**src/rtl/mem_access_if.sv**
```systemverilog
`default_nettype none
// ============================================================================
//  Module      : mem_access_if
//  Description : Pipeline control word shared by the rvga stages, plus the
//                data-memory req/ack bus between the memory stage and the
//                data memory.
//  Ports       : master modport (memory stage) drives dmem_req, dmem_we,
//                dmem_addr, dmem_wdata, dmem_be and samples dmem_rdata,
//                dmem_ack. The slave modport (data memory) is the mirror.
//  Revision    : 1.0 - initial release
// ============================================================================

// Control word carried between pipeline stages. For memory operations
// rd_data holds the effective byte address produced by execute.
typedef struct packed {
    logic [31:0] pc;
    logic [4:0]  rd_addr;
    logic        rd_we;
    logic [31:0] rd_data;
    logic [31:0] rs2_data;
    logic        mem_read;
    logic        mem_write;
    logic [1:0]  mem_size;      // 0 = byte, 1 = half, 2 = word
    logic        mem_unsigned;
} rvga_cword;

interface mem_access_if #(
    parameter int ADDR_W = 32,
    parameter int DATA_W = 32
);
    logic              dmem_req;
    logic              dmem_we;
    logic [ADDR_W-1:0] dmem_addr;
    logic [DATA_W-1:0] dmem_wdata;
    logic [3:0]        dmem_be;
    logic [DATA_W-1:0] dmem_rdata;
    logic              dmem_ack;

    modport master (
        output dmem_req,
        output dmem_we,
        output dmem_addr,
        output dmem_wdata,
        output dmem_be,
        input  dmem_rdata,
        input  dmem_ack
    );

    modport slave (
        input  dmem_req,
        input  dmem_we,
        input  dmem_addr,
        input  dmem_wdata,
        input  dmem_be,
        output dmem_rdata,
        output dmem_ack
    );
endinterface

`default_nettype wire

```
**src/rtl/mem_access.sv**
```systemverilog
`default_nettype none
// ============================================================================
//  Module      : mem_access
//  Description : Memory stage of the rvga pipeline. Turns ex_mem_cword into
//                mem_wb_cword; loads/stores go to data memory over a req/ack
//                handshake, load data is lane-selected and extended.
//                Non-memory control words pass through with 1 cycle latency.
//  Ports       : clk, rst_n (async, active low)
//                ex_mem_cword  - control word from execute (held while stalled)
//                mem_stall     - stall to upstream while an access is pending
//                mem_wb_cword  - control word to writeback (0 = bubble)
//                dmem          - data-memory bus (master side)
//                misalign_err  - 1-cycle pulse, misaligned access dropped
//                bus_err       - 1-cycle pulse, access aborted on timeout
//  Revision    : 1.0 - initial release
// ============================================================================
module mem_access #(
    parameter int ADDR_W      = 32,
    parameter int DATA_W      = 32,
    parameter int TIMEOUT_CYC = 64
) (
    input  wire logic      clk,
    input  wire logic      rst_n,
    input  wire rvga_cword ex_mem_cword,
    output logic           mem_stall,
    output rvga_cword      mem_wb_cword,
    mem_access_if.master   dmem,
    output logic           misalign_err,
    output logic           bus_err
);

    localparam int             CNT_W      = $clog2(TIMEOUT_CYC + 1);
    localparam logic [CNT_W-1:0] C_CNT_LAST = CNT_W'(TIMEOUT_CYC - 1);

    typedef enum logic [0:0] {
        S_IDLE = 1'b0,
        S_BUSY = 1'b1
    } state_t;

    state_t            state_q, state_d;
    rvga_cword         op_q, op_d;        // control word of the access in flight
    rvga_cword         wb_q, wb_d;
    logic [CNT_W-1:0]  cnt_q, cnt_d;
    logic              we_q, we_d;
    logic [ADDR_W-1:0] addr_q, addr_d;
    logic [DATA_W-1:0] wdata_q, wdata_d;
    logic [3:0]        be_q, be_d;
    logic              mis_q, mis_d;
    logic              berr_q, berr_d;

    // ------------------------------------------------------------------
    // Decode of the incoming control word
    // ------------------------------------------------------------------
    logic              w_mem_op;
    logic              w_misaligned;
    logic [ADDR_W-1:0] w_addr;
    logic [1:0]        w_lane;
    logic [DATA_W-1:0] w_st_wdata;
    logic [3:0]        w_st_be;

    assign w_addr   = ex_mem_cword.rd_data[ADDR_W-1:0];
    assign w_lane   = ex_mem_cword.rd_data[1:0];
    assign w_mem_op = ex_mem_cword.mem_read | ex_mem_cword.mem_write;
    assign w_misaligned = ((ex_mem_cword.mem_size == 2'd1) && w_lane[0]) ||
                          ((ex_mem_cword.mem_size == 2'd2) && (w_lane != 2'b00));

    // Store data is replicated across lanes so the memory only needs the
    // byte enables to pick the right bytes.
    always_comb begin
        w_st_wdata = ex_mem_cword.rs2_data;
        w_st_be    = 4'b1111;
        case (ex_mem_cword.mem_size)
            2'd0: begin
                w_st_wdata = {4{ex_mem_cword.rs2_data[7:0]}};
                w_st_be    = 4'b0001 << w_lane;
            end
            2'd1: begin
                w_st_wdata = {2{ex_mem_cword.rs2_data[15:0]}};
                w_st_be    = 4'b0011 << w_lane;
            end
            default: begin
                w_st_wdata = ex_mem_cword.rs2_data;
                w_st_be    = 4'b1111;
            end
        endcase
    end

    // Select the addressed byte/half from the returned word and extend it.
    function automatic logic [31:0] fmt_load(
        input logic [31:0] rdata,
        input logic [1:0]  lane,
        input logic [1:0]  size,
        input logic        is_unsigned
    );
        logic [7:0]  b;
        logic [15:0] h;
        logic [31:0] res;
        b = rdata[{lane, 3'b000} +: 8];
        h = rdata[{lane[1], 4'b0000} +: 16];
        case (size)
            2'd0:    res = is_unsigned ? {24'd0, b} : {{24{b[7]}}, b};
            2'd1:    res = is_unsigned ? {16'd0, h} : {{16{h[15]}}, h};
            default: res = rdata;
        endcase
        return res;
    endfunction

    // ------------------------------------------------------------------
    // Next-state / output logic
    // ------------------------------------------------------------------
    always_comb begin
        state_d   = state_q;
        op_d      = op_q;
        wb_d      = '0;
        cnt_d     = cnt_q;
        we_d      = we_q;
        addr_d    = addr_q;
        wdata_d   = wdata_q;
        be_d      = be_q;
        mis_d     = 1'b0;
        berr_d    = 1'b0;
        mem_stall = 1'b0;

        case (state_q)
            S_IDLE: begin
                if (!w_mem_op) begin
                    wb_d = ex_mem_cword;
                end else if (w_misaligned) begin
                    // Dropped access: no bus traffic, no register write.
                    wb_d         = ex_mem_cword;
                    wb_d.rd_we   = 1'b0;
                    wb_d.rd_data = '0;
                    mis_d        = 1'b1;
                end else begin
                    mem_stall = 1'b1;
                    op_d      = ex_mem_cword;
                    we_d      = ex_mem_cword.mem_write;
                    addr_d    = {w_addr[ADDR_W-1:2], 2'b00};
                    wdata_d   = w_st_wdata;
                    be_d      = ex_mem_cword.mem_write ? w_st_be : 4'b1111;
                    cnt_d     = '0;
                    state_d   = S_BUSY;
                end
            end

            S_BUSY: begin
                if (dmem.dmem_ack) begin
                    // Stall releases in the ack cycle so execute advances on
                    // the same edge that retires the access.
                    wb_d = op_q;
                    if (!op_q.mem_write) begin
                        wb_d.rd_data = fmt_load(dmem.dmem_rdata, op_q.rd_data[1:0],
                                                op_q.mem_size, op_q.mem_unsigned);
                    end
                    state_d = S_IDLE;
                end else if (cnt_q == C_CNT_LAST) begin
                    wb_d       = op_q;
                    wb_d.rd_we = 1'b0;
                    berr_d     = 1'b1;
                    state_d    = S_IDLE;
                end else begin
                    mem_stall = 1'b1;
                    cnt_d     = cnt_q + 1'b1;
                end
            end

            default: begin
                state_d = S_IDLE;
            end
        endcase
    end

    // ------------------------------------------------------------------
    // State registers
    // ------------------------------------------------------------------
    always_ff @(posedge clk or negedge rst_n) begin
        if (!rst_n) begin
            state_q <= S_IDLE;
            op_q    <= '0;
            wb_q    <= '0;
            cnt_q   <= '0;
            we_q    <= 1'b0;
            addr_q  <= '0;
            wdata_q <= '0;
            be_q    <= 4'b0000;
            mis_q   <= 1'b0;
            berr_q  <= 1'b0;
        end else begin
            state_q <= state_d;
            op_q    <= op_d;
            wb_q    <= wb_d;
            cnt_q   <= cnt_d;
            we_q    <= we_d;
            addr_q  <= addr_d;
            wdata_q <= wdata_d;
            be_q    <= be_d;
            mis_q   <= mis_d;
            berr_q  <= berr_d;
        end
    end

    // Request is a pure function of the state register, so an async reset
    // while BUSY removes it immediately.
    assign dmem.dmem_req   = (state_q == S_BUSY);
    assign dmem.dmem_we    = we_q;
    assign dmem.dmem_addr  = addr_q;
    assign dmem.dmem_wdata = wdata_q;
    assign dmem.dmem_be    = be_q;

    assign mem_wb_cword = wb_q;
    assign misalign_err = mis_q;
    assign bus_err      = berr_q;

endmodule

`default_nettype wire

```
**src/flat_wrapper.sv**
```systemverilog
// flat-port wrapper written by rule: the top's interface ports become plain ports
module mem_access_flat 
#(
    parameter int ADDR_W      = 32,
    parameter int DATA_W      = 32,
    parameter int TIMEOUT_CYC = 64
)
  (clk, rst_n, ex_mem_cword, mem_stall, mem_wb_cword, misalign_err, bus_err, dmem_dmem_req, dmem_dmem_we, dmem_dmem_addr, dmem_dmem_wdata, dmem_dmem_be, dmem_dmem_rdata, dmem_dmem_ack);
  mem_access_if #(.ADDR_W(ADDR_W), .DATA_W(DATA_W)) dmem_i ();
  input  wire logic clk;
  input  wire logic rst_n;
  input  wire rvga_cword ex_mem_cword;
  output logic mem_stall;
  output rvga_cword mem_wb_cword;
  output logic misalign_err;
  output logic bus_err;
  output wire logic [$bits(dmem_i.dmem_req)-1:0] dmem_dmem_req;
  output wire logic [$bits(dmem_i.dmem_we)-1:0] dmem_dmem_we;
  output wire logic [$bits(dmem_i.dmem_addr)-1:0] dmem_dmem_addr;
  output wire logic [$bits(dmem_i.dmem_wdata)-1:0] dmem_dmem_wdata;
  output wire logic [$bits(dmem_i.dmem_be)-1:0] dmem_dmem_be;
  input wire logic [$bits(dmem_i.dmem_rdata)-1:0] dmem_dmem_rdata;
  input wire logic [$bits(dmem_i.dmem_ack)-1:0] dmem_dmem_ack;
  assign dmem_dmem_req = dmem_i.dmem_req;
  assign dmem_dmem_we = dmem_i.dmem_we;
  assign dmem_dmem_addr = dmem_i.dmem_addr;
  assign dmem_dmem_wdata = dmem_i.dmem_wdata;
  assign dmem_dmem_be = dmem_i.dmem_be;
  assign dmem_i.dmem_rdata = dmem_dmem_rdata;
  assign dmem_i.dmem_ack = dmem_dmem_ack;
  mem_access #(.ADDR_W(ADDR_W), .DATA_W(DATA_W), .TIMEOUT_CYC(TIMEOUT_CYC)) u_core (.clk(clk), .rst_n(rst_n), .ex_mem_cword(ex_mem_cword), .mem_stall(mem_stall), .mem_wb_cword(mem_wb_cword), .dmem(dmem_i), .misalign_err(misalign_err), .bus_err(bus_err));
endmodule
```
**config.mk**
```make
export PLATFORM = sky130hd
export DESIGN_NAME = mem_access_flat
export DESIGN_NICKNAME = d
export VERILOG_FILES = /design/src/rtl/mem_access_if.sv /design/src/rtl/mem_access.sv /design/src/flat_wrapper.sv
export SDC_FILE = /design/constraint.sdc
export NUM_CORES = 1
export LEC_CHECK = 0
export CAP_MARGIN = 15
export CELL_PAD_IN_SITES_DETAIL_PLACEMENT = 1
export CELL_PAD_IN_SITES_GLOBAL_PLACEMENT = 1
export CORE_MARGIN = 4
export CORE_UTILIZATION = 23
export DETAILED_ROUTE_END_ITERATION = 6
export PLACE_DENSITY = 0.63
export SKIP_LAST_GASP = 1
export SLEW_MARGIN = 20
export SYNTH_ARGS = -nofsm -noshare
export SYNTH_HDL_FRONTEND = slang
export SYNTH_SLANG_ARGS = --single-unit
```
**constraint.sdc**
```tcl
create_clock -name clk -period 2.6 [get_ports clk]
set_input_delay 0.26 -clock clk [delete_from_list [all_inputs] [get_ports clk]]
set_output_delay 0.26 -clock clk [all_outputs]
set_load 0.1 [all_outputs]
```
# After elaboration in Yosys (flattened, before gate mapping)
# Index checks and enable logic that the tools add are counted.
[totals]
regBits = 290
latchBits = 0
mem_bits_rw = 0
romBits = 0
memories = 0
[classes]
n_addsub = 1
multipliers = 0
div_mod_pow = 0
order_cmp = 0
n_eq_ne = 8
shift = 4
n_mux = 28
n_bitwise = 3
n_reduce_logical = 8
[ops]
columns = ["cell", "n"]
rows = [
  ["two-way mux 107 bit", 4],
  ["case mux 107 bit (2 select lines)", 1],
  ["case mux 32 bit (2 select lines)", 2],
  ["two-way mux 32 bit", 3],
  ["indexed part select 32 x 6 -> 16 bit", 1],
  ["indexed part select 32 x 6 -> 8 bit", 1],
  ["two-way mux 7 bit", 4],
  ["case mux 7 bit (2 select lines)", 1],
  ["two-way mux 1 bit", 10],
  ["case mux 4 bit (2 select lines)", 1],
  ["adder 7 x 1 -> 7 bit, second input constant", 1],
  ["equality test 7 x 6 -> 1 bit, second input constant", 1],
  ["!= test 2 bit, second input constant", 3],
  ["equality test 2 x 1 -> 1 bit, second input constant", 2],
  ["logical NOT 2 bit", 2],
  ["two-way mux 4 bit", 1],
  ["AND reduction 4 bit", 1],
  ["left shift 1 x 2 -> 4 bit, first input constant", 1],
  ["left shift 2 x 2 -> 4 bit, first input constant", 1],
  ["AND reduction 3 bit", 1],
  ["equality test 2 bit, second input constant", 1],
  ["logical AND 1 bit", 2],
  ["!= test 2 x 1 -> 1 bit, second input constant", 1],
  ["NOT 1 bit", 2],
  ["4 further kinds", 4],
]

# Logic depth before layout (Yosys ltp)
[logic_depth]
word_depth = 6
mapped_depth = 8
ltp_nobuf = 5

# Least setup slack after synthesis
# Ideal clock, no wire load.
[synth_path]
path_kind = "register -> output"
startpoint = "reg u_core.state_q, in the netlist u_core.dmem.dmem_req"
endpoint = "out mem_stall"
t_arrival_ns = 2.197
required_ns = 2.340
setup_slack_ns = 0.143
stages_incl_launch_ff = 7
path_cell_list = "dfrtp_1 nand2b_1 clkbuf_1 a21o_1 buf_6 nand2_1 buf_2"
[synth_via]
elab_chain_len = 2
[synth_rtl]
columns = ["item", "line_no", "text"]
rows = [
  ["start, declared", "mem_access.sv:40", "state_t state_q, state_d;"],
  ["start signal, assigned", "mem_access.sv:189", "state_q <= state_d;"],
  ["NOT 1 bit (no line)", "--", ""],
  ["case mux 1 bit (2 select lines) *", "mem_access.sv:124", "case (state_q)"],
  ["end, declared", "flat_wrapper.sv:13", "output logic mem_stall;"],
]
# Every way passes the cells marked *; elsewhere a longest branch is shown, timed or not.

# Worst setup path in the final report
[layout_path]
startpoint = "reg u_core.cnt_q[0]"
endpoint = "out mem_stall"
[layout_via]
elab_chain_len = 4
[layout_rtl]
columns = ["item", "line_no", "text"]
rows = [
  ["start, declared", "mem_access.sv:43", "logic [CNT_W-1:0] cnt_q, cnt_d;"],
  ["start signal, assigned", "mem_access.sv:192", "cnt_q <= cnt_d;"],
  ["equality test 7 x 6 -> 1 bit", "mem_access.sv:156", "end else if (cnt_q == C_CNT_LAST) begin"],
  ["two-way mux 1 bit", "mem_access.sv:156", ""],
  ["two-way mux 1 bit", "mem_access.sv:147", "if (dmem.dmem_ack) begin"],
  ["case mux 1 bit (2 select lines)", "mem_access.sv:124", ""],
]
# No other way between the ends.

==> impl_metrics.env <==
export IMPL_ys_types=52
export IMPL_nets=1610
export IMPL_cp_end_kind="primary output"
export IMPL_cts_tree="built"
export IMPL_syn_instance_count=1184
export IMPL_cts_root_buffer="clkbuf_16"
export IMPL_hpwlAfterDp_um=30400
export IMPL_cts_reportedPaths_clkPinSlew_ps=60
export IMPL_path_max_fanout=11
export IMPL_mostFrequentLayoutCells="nand2_1, dfrtp_1, buf_4"
export IMPL_reg2reg_depth=4
export IMPL_power_density_mw_per_mm2=1330
export IMPL_htree_levels=1
export IMPL_whs_ps=53.9
export IMPL_synth_avg_cell_area_um2=9.57
export IMPL_detail_route_antenna_nets=0
export IMPL_status="finished clean"
export IMPL_dieArea_mm2=0.0529
export IMPL_rows=81
export IMPL_ctsLongestPathBuffers=3
export IMPL_cp_endpoint="mem_stall"
export IMPL_final_max_slew_viol_count=0
export IMPL_gr_total_overflow=0
export IMPL_grt_max_degree=96
export IMPL_drive_gt1_share_pct=19.1
export IMPL_dr_first_iter_drc_count=513
export IMPL_antenna_found_initial=7
export IMPL_total_power_mw=21.1
export IMPL_fin_setup_tns_ps=0
export IMPL_min_path_type="in -> reg"
export IMPL_io_pins=322
export IMPL_finalHoldViolCount=0
export IMPL_fill_cells=5576
export IMPL_synth_seq_cells=252
export IMPL_cts_made_buffers=30
export IMPL_final_common_cell="nand2_1"
export IMPL_arrival_ps=2230
export IMPL_vias=9686
export IMPL_peakVddDrop_v=0.000602
export IMPL_leakagePower_nw=7.63
export IMPL_required_ps=2340
export IMPL_clkLatencyLatePin_ps=570
export IMPL_grt_pass1_wl_um=65800
export IMPL_critPathSlowestCell="dfrtp_1"
export IMPL_dieHeight_um=230
export IMPL_setup_viol=0
export IMPL_crit_chain="ha_1 -> and3_2 -> a21o_4 -> nand2_8 -> buf_12"
export IMPL_grtUsageTotal_pct=15.9
export IMPL_synth_ff_type="dfrtp_1"
export IMPL_async_flop_share_pct=100
export IMPL_setup_worst_path_start_class="flop"
export IMPL_finalClockSkew_ps=14.2
export IMPL_fmax_mhz=402
export IMPL_synthToLayoutAreaGrowth_pct=40.3
export IMPL_rsz0062_at_grt="false"
export IMPL_synth_edf_count=0
export IMPL_r2r_setup_slack_ps=440
export IMPL_drc_errors=0
export IMPL_max_slew_margin_rel_pct=44.8
export IMPL_wl_um=43300
export IMPL_crit_reg2reg_launch="u_core.op_q[38]"
export IMPL_wire_per_inst_um=20.1
export IMPL_worstReg2RegEnd="u_core.mem_wb_cword[48]"
export IMPL_critPathKind="reg -> out"
export IMPL_clock_sinks=252
export IMPL_synth_area_mm2=0.0113
export IMPL_worst_pin_slew_ps=827
export IMPL_ys_seq_area_share_pct=55.7
export IMPL_period_needed_ps=2490
export IMPL_fp_dieW_um=230
export IMPL_gp_congestion=0.782
export IMPL_avgViaCountPerCell=4.50
export IMPL_ys_warn_count=0
export IMPL_start_util_pct=23.2
export IMPL_cp_startpoint="u_core.cnt_q[0]"
export IMPL_period_share_pct=95.6
export IMPL_crit_path_max_incr_delay_ps=410
export IMPL_numPortBuffers=319
export IMPL_first_pass_iters=5
export IMPL_grt_pass1_vias=10387
export IMPL_max_cap_violations=0
export IMPL_core_mm2=0.0488
routing by layer:
| layer | up-vias | share of wire (%) | global-route usage, % |
|---|---|---|---|
| met5 | - | 0.25 | 0 |
| met4 | 14 | 2.2 | 3.89 |
| met3 | 70 | 6.9 | 4.37 |
| met2 | 275 | 47 | 26.1 |
| met1 | 4851 | 44 | 20.8 |
| li1 | 4476 | - | - |
report_power, final:
group | switching [mW] | total (mW) | internal (mW) | leakage (nW)
Clock | 1.71 | 4.56 | 2.85 | 0.516
Combinational | 8.33 | 10.7 | 2.35 | 3.93
Sequential | 0.751 | 5.84 | 5.08 | 3.18
worst min-delay path by stage:
stage          cells after the start                      end  slack [ps]       startpoint
5_1_grt                            3           u_core.op_q[2]          60  ex_mem_cword[2]
3_5_place_dp                       1  u_core.mem_wb_cword[60]         320            rst_n
4_1_cts                            3           u_core.op_q[2]           5  ex_mem_cword[2]
6_report                           3           u_core.op_q[2]          50  ex_mem_cword[2]
3_3_place_gp                       1  u_core.mem_wb_cword[60]         320            rst_n
2_1_floorplan                      0           u_core.bus_err         -40            rst_n
cells in the mapped netlist (8+ instances only):
cell type	n	share of area, %
a21oi_1	23	1.0
a22o_1	10	0.77
a22oi_1	10	0.66
a32oi_1	12	0.93
buf_1	8	0.27
buf_2	23	1.0
buf_4	40	2.7
clkbuf_1	43	1.4
dfrtp_1	252	56
mux2i_1	101	8.9
nand2_1	370	12
nand2b_1	14	0.77
nand3_1	17	0.75
nor2_1	92	3.0
o21a_1	9	0.60
o21ai_0	59	2.6
repair_timing:
action                                  in CTS  in global routing
pin swaps                                    0                  2
gates cloned                                 0                  1
endpoints found under the hold margin       61                  0
hold buffers                                 1                  0
gates resized for setup                      5                  0
endpoints found under the setup margin       2                  1
buffers inserted                             0                  2
flip-flops by register name, indices dropped and copies added (netlist names):
register / count
u_core.mem_wb_cword: 107
u_core.misalign_err: 1
u_core.bus_err: 1
u_core.dmem.dmem_be: 4
u_core.op_q: 99
u_core.dmem.dmem_req: 1
u_core.cnt_q: 7
u_core.dmem.dmem_wdata: 32
cell type report:
| type | count | area, µm² | share of cell area [%] |
|---|---|---|---|
| Antenna cell | 1 | 2.50 | 0.0157 |
| Sequential cell | 252 | 6310 | 39.7 |
| Clock buffer | 46 | 902 | 5.68 |
| Timing Repair Buffer | 365 | 3240 | 20.4 |
| Multi-Input combinational cell | 810 | 4420 | 27.8 |
| Inverter | 8 | 30.0 | 0.189 |
| Clock inverter | 6 | 155 | 0.976 |
| Tap cell | 664 | 831 | 5.23 |
critical path, delay by kind of cell (launching register included):
family	cells	cell delay [ps]
buf+inv	1	200
simple gates	2	490
flops	1	410
compound gates	1	310
fa+ha+maj	1	240
metrics by stage:
stage	std cells	utilization, %	setup slack (ps)	cell area (µm²)
after floorplan	1185	-	143	11300
after global placement	2095	30.2	91.1	14800
after detailed placement	2095	30.2	82.5	14800
after CTS	2148	32.5	6.05	15900
after global routing	2151	32.5	35.4	15900
final	2152	32.5	115	15900
kinds of logic (layout without fill, tap and decap cells):
| kind of cell | after synthesis | count (layout) | share of synthesized area [%] |
|---|---|---|---|
| AOI/OAI and AO/OA | 175 | 175 | 10.3 |
| DFF | 252 | 252 | 55.7 |
| buffers and inverters | 124 | 425 | 5.82 |
| and+or+nand+nor | 527 | 528 | 18.8 |
| muxes | 103 | 103 | 9.22 |
| adders and majority gates | 1 | 1 | 0.110 |
| xor gates and xnor gates | 1 | 1 | 0.0773 |
| other | 1 | 3 | 0.0331 |
Power figures use the tool's default switching activity.
